--- src/rtl/sar_search_controller_pkg.sv ---
// Shared state encoding and verdict helper for the successive-approximation controller.
package sar_search_controller_pkg;

  typedef enum logic [1:0] {
    SAR_IDLE = 2'd0,
    SAR_TEST = 2'd1,
    SAR_DONE = 2'd2
  } sar_state_e;

  // A comparator verdict is only trustworthy when exactly one line is high.
  function automatic logic sar_onehot3(input logic gt, input logic eq, input logic lt);
    return (gt & ~eq & ~lt) | (~gt & eq & ~lt) | (~gt & ~eq & lt);
  endfunction

endpackage

--- src/rtl/sar_search_controller.sv ---
// MSB-first successive-approximation search driving an external magnitude comparator,
// with a per-trial settle delay and early exit on equality.
module sar_search_controller
  import sar_search_controller_pkg::*;
#(
  parameter int WIDTH  = 4,
  parameter int SETTLE = 0
) (
  input  logic                       clk,
  input  logic                       rst,
  input  logic                       start,
  input  logic                       cmp_gt,
  input  logic                       cmp_eq,
  input  logic                       cmp_lt,
  output logic [WIDTH-1:0]           trial,
  output logic                       busy,
  output logic                       done,
  output logic [WIDTH-1:0]           result,
  output logic                       err,
  output logic [$clog2(WIDTH+1)-1:0] steps
);

  localparam int SW = $clog2(WIDTH + 1);
  localparam int BW = $clog2(WIDTH);
  localparam int CW = (SETTLE > 0) ? $clog2(SETTLE + 1) : 1;

  sar_state_e        state_q, state_d;
  logic [WIDTH-1:0]  acc_q, acc_d;
  logic [WIDTH-1:0]  trial_q, trial_d;
  logic [WIDTH-1:0]  result_q, result_d;
  logic [BW-1:0]     bit_q, bit_d;
  logic [CW-1:0]     wcnt_q, wcnt_d;
  logic [SW-1:0]     steps_q, steps_d;
  logic              err_q, err_d;

  logic [WIDTH-1:0]  bit_mask;
  logic [WIDTH-1:0]  acc_upd;
  logic              verdict_ok;

  assign bit_mask   = {{(WIDTH-1){1'b0}}, 1'b1} << bit_q;
  assign acc_upd    = cmp_gt ? (acc_q | bit_mask) : (acc_q & ~bit_mask);
  assign verdict_ok = sar_onehot3(cmp_gt, cmp_eq, cmp_lt);

  always_ff @(posedge clk or posedge rst) begin
    if (rst) begin
      state_q  <= SAR_IDLE;
      acc_q    <= '0;
      trial_q  <= '0;
      result_q <= '0;
      bit_q    <= '0;
      wcnt_q   <= '0;
      steps_q  <= '0;
      err_q    <= 1'b0;
    end else begin
      state_q  <= state_d;
      acc_q    <= acc_d;
      trial_q  <= trial_d;
      result_q <= result_d;
      bit_q    <= bit_d;
      wcnt_q   <= wcnt_d;
      steps_q  <= steps_d;
      err_q    <= err_d;
    end
  end

  always_comb begin
    state_d  = state_q;
    acc_d    = acc_q;
    trial_d  = trial_q;
    result_d = result_q;
    bit_d    = bit_q;
    wcnt_d   = wcnt_q;
    steps_d  = steps_q;
    err_d    = err_q;
    case (state_q)
      SAR_IDLE: begin
        if (start) begin
          acc_d   = '0;
          bit_d   = BW'(WIDTH - 1);
          wcnt_d  = CW'(SETTLE);
          trial_d = {1'b1, {(WIDTH-1){1'b0}}};
          steps_d = '0;
          err_d   = 1'b0;
          state_d = SAR_TEST;
        end
      end
      SAR_TEST: begin
        if (wcnt_q != '0) begin
          wcnt_d = wcnt_q - CW'(1);
        end else begin
          steps_d = steps_q + SW'(1);
          if (!verdict_ok) begin
            err_d    = 1'b1;
            result_d = trial_q;
            state_d  = SAR_DONE;
          end else if (cmp_eq) begin
            result_d = trial_q;
            state_d  = SAR_DONE;
          end else begin
            acc_d = acc_upd;
            if (bit_q == '0) begin
              result_d = acc_upd;
              state_d  = SAR_DONE;
            end else begin
              // Next trial tentatively sets the next-lower bit on top of the kept bits.
              bit_d   = bit_q - BW'(1);
              trial_d = acc_upd | (bit_mask >> 1);
              wcnt_d  = CW'(SETTLE);
            end
          end
        end
      end
      SAR_DONE: state_d = SAR_IDLE;
      default:  state_d = SAR_IDLE;
    endcase
  end

  assign trial  = trial_q;
  assign busy   = (state_q == SAR_TEST);
  assign done   = (state_q == SAR_DONE);
  assign result = result_q;
  assign err    = err_q;
  assign steps  = steps_q;

endmodule
--- config.mk ---
export PLATFORM = sky130hd
export DESIGN_NAME = sar_search_controller
export DESIGN_NICKNAME = d
export VERILOG_FILES = /design/src/rtl/sar_search_controller_pkg.sv /design/src/rtl/sar_search_controller.sv
export SDC_FILE = /design/constraint.sdc
export NUM_CORES = 1
export LEC_CHECK = 0
export ABC_AREA = 0
export ABC_CLOCK_PERIOD_IN_PS = 2400
export CAP_MARGIN = 20
export CORE_AREA = 4 4 62 64
export DETAILED_ROUTE_END_ITERATION = 6
export DIE_AREA = 0 0 66 68
export DONT_BUFFER_PORTS = 1
export PLACE_DENSITY = 0.45
export SKIP_LAST_GASP = 1
export SYNTH_ARGS = -nofsm -noshare
export SYNTH_HDL_FRONTEND = slang
export SYNTH_SLANG_ARGS = --single-unit
--- constraint.sdc ---
create_clock -name clk -period 2.4 [get_ports clk]
set_input_delay 0.48 -clock clk [delete_from_list [all_inputs] [get_ports clk]]
set_output_delay 0.48 -clock clk [all_outputs]
set_load 0.05 [all_outputs]
# After elaboration in Yosys (flattened, before gate mapping)
# Index checks and enable logic that the tools add are counted.
# op_classes
eq_ne	10
n_shift	1
reduce_logical	10
n_addsub	3
div	0
mul	0
n_lt_le_gt_ge	0
n_mux	36
bitwise_logic	16
# ops
op	n
4-bit two-way mux	13
2-bit two-way mux	10
4-bit one-hot mux with 2 select lines	2
2-bit inequality test (second input constant)	5
3-bit AND reduction	3
2-bit one-hot mux with 2 select lines	2
1-bit bitwise AND	6
3-bit two-way mux	2
3-bit one-hot mux with 2 select lines	1
6-bit AND reduction	1
5-bit AND reduction	1
4-bit bitwise AND	1
2-bit logical NOT	2
1-bit two-way mux	4
4-bit by 3-bit inequality test with 1-bit output (second input constant)	1
1-bit NOT	4
4-bit NOT	1
4-bit by 3-bit OR with 4-bit output	1
4-bit OR	1
1-bit one-hot mux with 2 select lines	2
4-bit AND reduction	1
1-bit by 2-bit << shifter with 4-bit output (first input constant)	1
3-bit by 1-bit adder with 3-bit output (second input constant)	1
3-bit by 2-bit inequality test with 1-bit output (second input constant)	1
8 further kinds	9
# totals
memories	0
rom_bits	0
output_inout_bits	14
elab_cells	84
ram_bits	0
latch_bits	0
in_bits	6
regBits	21

# Logic depth before layout (Yosys ltp)
# depth
word_depth	10
mapped_depth	6
ltp_nobuf	5

# Worst setup path before layout
# OpenSTA, ideal clock, no wires.
# synth_timing
path_kind	register -> register
startpoint	register bit_q[0]
endpoint	register trial_q[0], in the netlist trial[0]
period_less_slack_ns	1.761
stages_incl_launch_ff	6
setup_slack_ns	0.639
path_buffers	1
setup_ns	0.125
arrival_time_ns	1.636
required_time_ns	2.275
path_cell_list	dfrtp_1 inv_1 ha_1 clkbuf_1 nor4_4 mux2_4
# synth_between
elab_chain_cells	10
elab_cells_between_ends	14
cone_classes	eq/ne: 1; shift: 1; mux: 6; bitwise: 4; reduce/logical: 2
# synth_lines
item	line	text
start: declaration	sar_search_controller.sv:31	logic [BW-1:0] bit_q, bit_d;
start signal: assignment	sar_search_controller.sv:59	bit_q <= bit_d;
1-bit by 2-bit << shifter with 4-bit output	sar_search_controller.sv:40	assign bit_mask = {{(WIDTH-1){1'b0}}, 1'b1} << bit_q;
4-bit NOT	sar_search_controller.sv:41	assign acc_upd = cmp_gt ? (acc_q | bit_mask) : (acc_q & ~bit_mask);
4-bit bitwise AND	sar_search_controller.sv:41	
4-bit two-way mux	sar_search_controller.sv:41	
4-bit by 3-bit OR with 4-bit output	sar_search_controller.sv:107	trial_d = acc_upd | (bit_mask >> 1);
4-bit two-way mux	sar_search_controller.sv:101	if (bit_q == '0) begin
4-bit two-way mux	sar_search_controller.sv:96	end else if (cmp_eq) begin
4-bit two-way mux	sar_search_controller.sv:92	if (!verdict_ok) begin
4-bit two-way mux	sar_search_controller.sv:88	if (wcnt_q != '0) begin
4-bit one-hot mux with 2 select lines	sar_search_controller.sv:75	case (state_q)
end signal: assignment	sar_search_controller.sv:57	trial_q <= trial_d;
end: declaration	sar_search_controller.sv:29	logic [WIDTH-1:0] trial_q, trial_d;
# Parallel ways exist; a longest one is shown, timed or not. The select of a mux whose other input is x is not followed.
# A chain may end at the register's enable or synchronous reset.

# Final worst setup path
# layout_timing
startpoint	register state_q[0]
endpoint	output port busy
# layout_between
elab_chain_cells	1
# layout_lines
item	line	text
start: declaration	sar_search_controller.sv:27	sar_state_e state_q, state_d;
start signal: assignment	sar_search_controller.sv:55	state_q <= state_d;
2-bit by 1-bit == test with 1-bit output	sar_search_controller.sv:119	assign busy = (state_q == SAR_TEST);
end: declaration	sar_search_controller.sv:16	output logic busy,
# No other way between the ends.

==> results.ini <==
[place]
dp_cells=147
dp_hpwl_mm=1.97
place_congestion=0.780
io_buffers=0

[timing]
finalMaxSlewViolations=0
setup_viol=0
tns_ns=0
slew_headroom=0.487
finalHoldViolCount=0
period_share=0.901
max_freq_ghz=0.462
tightest_slew_ns=0.769
skew_ns=0.00196
rsz0062_at_grt=false
post-route-min-period_ns=2.16

[detailed_routing]
num_vias=787
via_per_inst=5.21
wire_per_inst_um=17.2
antenna_left=0
drt_first_pass_iters=4
drt_iter0_drc=41
drc=0
wl_mm=2.60

[cts]
clock_path_buffers=2
clk_latency_ns=0.30
holdBufCountCts=0
cts_root_buf=clkbuf_4
cts_tree=done
htreeDepth=1
cts_sinks=20
cts_resized=0
cts.clk_slew.worst_paths_ns=0.12
postCtsSetupRepairBufs=0
cts_made_buffers=3

[synth]
yosysWarnings=0
async_flop_share=1.00
synth_cells=106
synth_nets=117
syn_area_sq_um=1130
ys_seq_area_frac=0.442
avgSynthCellArea_sq_um=10.7
synthFlopType=dfrtp_1
synth-seq-cells=20
synth.distinct_cells=33
synth_edf_count=0

[worst_setup_path]
cp_cell_sequence=nand2b_1 -> inv_1 -> buf_4
slowest_stage=dfrtp_1
end_kind=output port
timing.rr.start=bit_q[0]
path_buf_inv=2
startpoint_type=flip-flop
arrival_ns=1.68
worstSetupStartpoint=state_q[0]
worstPathRequired_ns=1.92
cp_max_fo=12
r2r-end=trial[0]
r2r_cells=4
slowest_delay_ns=0.54
worst-setup-path-type=reg2out
r2r_setup_slack_ns=0.55
path_delay_family=buffers and inverters

[cells_and_area]
diodes=0
finalNonFillerCells=151
syn_to_final_growth_pct=6.19
final_nets=117
final_common_cell=dfrtp_1
final_cell_mix=dfrtp_1 (20), inv_1 (8), o211ai_1 (8), mux2i_1 (7), nand2_1 (7)
drive_gt1_frac=0.105

[floorplan]
core_area_sq_um=3280
die_area_sq_um=4490
die_y_um=68
die_w_um=66
ios=20
rows=21
start_util=0.345

[global_routing]
grt_max_degree=21
grt_pass1_vias=835
antenna_found_initial=0
grt_overflow_total=0
grt_pass1_wl_mm=4.42
grt_usage=0.132

[min_path]
min_path_type=in2async

[run]
max-cap-violations=0

[power_and_ir_drop]
power-per-cell-area_nw_per_um2=1140
peakVddDrop_uv=350
p_leak_nw=0.510

[run_status]
outcome=finished clean

==> metrics by stage <==
step	setup WS [ns]	util	power, mW	hold WS, ns	area [sq um]
global route	0.0641	0.366	1.45	0.253	1200
CTS	0.235	0.366	1.39	0.215	1200
global placement	0.599	0.355	1.18	0.524	1170
floorplan	0.639	-	1.08	0.444	1130
finish	0.237	0.366	1.37	0.185	1200
detailed placement	0.557	0.355	1.18	0.549	1170
==> cell families after synthesis <==
logic type               Yosys count  synth area share
AO/OA/AOI/OAI                     24             0.168
XOR/XNOR                           2            0.0221
adder cells (fa/ha/maj)            5            0.0552
buffers and inverters             15            0.0608
flip-flops                        20             0.442
multiplexers                      10            0.0950
AND/OR/NAND/NOR                   30             0.157
==> Yosys cell counts (2+ instances only) <==
cell / count / area, sq um
buf_2: 4 / 20.0
nand2b_1: 4 / 25.0
a311o_1: 2 / 20.0
nor4_1: 2 / 12.5
nor2_1: 4 / 15.0
o211ai_1: 8 / 60.1
o21ai_0: 3 / 15.0
ha_1: 5 / 62.6
clkbuf_1: 2 / 7.51
mux2_2: 2 / 22.5
mux2i_1: 7 / 70.1
inv_1: 8 / 30.0
nand2_1: 7 / 26.3
nand3_1: 3 / 15.0
o221ai_1: 4 / 35.0
nand3b_1: 2 / 15.0
a22o_1: 3 / 26.3
and2_1: 2 / 12.5
dfrtp_1: 20 / 500
==> final cells by class <==
type | instances | area (sq um)
clock buffer | 4 | 36.3
fill | 345 | 2080
inverter | 8 | 30.0
multi-input combinational | 71 | 563
sequential | 20 | 500
tap | 46 | 57.6
timing repair buffer | 2 | 15.0
==> worst max-delay path by stage <==
stage | endpoint | slack [ns] | cells past startpoint
after CTS | busy | 0.24 | 3
after detailed placement | trial[0] | 0.56 | 4
after global placement | busy | 0.60 | 3
after floorplan | trial[0] | 0.64 | 5
final | busy | 0.24 | 3
after global routing | busy | 0.06 | 3
==> power breakdown <==
part | leakage, nW | switching (mW) | internal (mW)
combinational | 0.233 | 0.220 | 0.160
sequential | 0.256 | 0.359 | 0.430
clock | 0.0210 | 0.109 | 0.0926
total | 0.510 | 0.688 | 0.682
==> metal layers <==
layer / track usage / share of wire / vias up
li1: - / - / 383
met1: 0.183 / 0.47 / 385
met2: 0.199 / 0.46 / 15
met3: 0.0328 / 0.059 / 4
met4: 0.0457 / 0.011 / 0
met5: 0 / 0 / -
==> registers in the layout (all words and copies together), names as in the netlist <==
signal   cells
acc_q        4
result       4
trial        4
steps        3
bit_q        2
state_q      2
err          1
(Power assumes the default switching activity.)
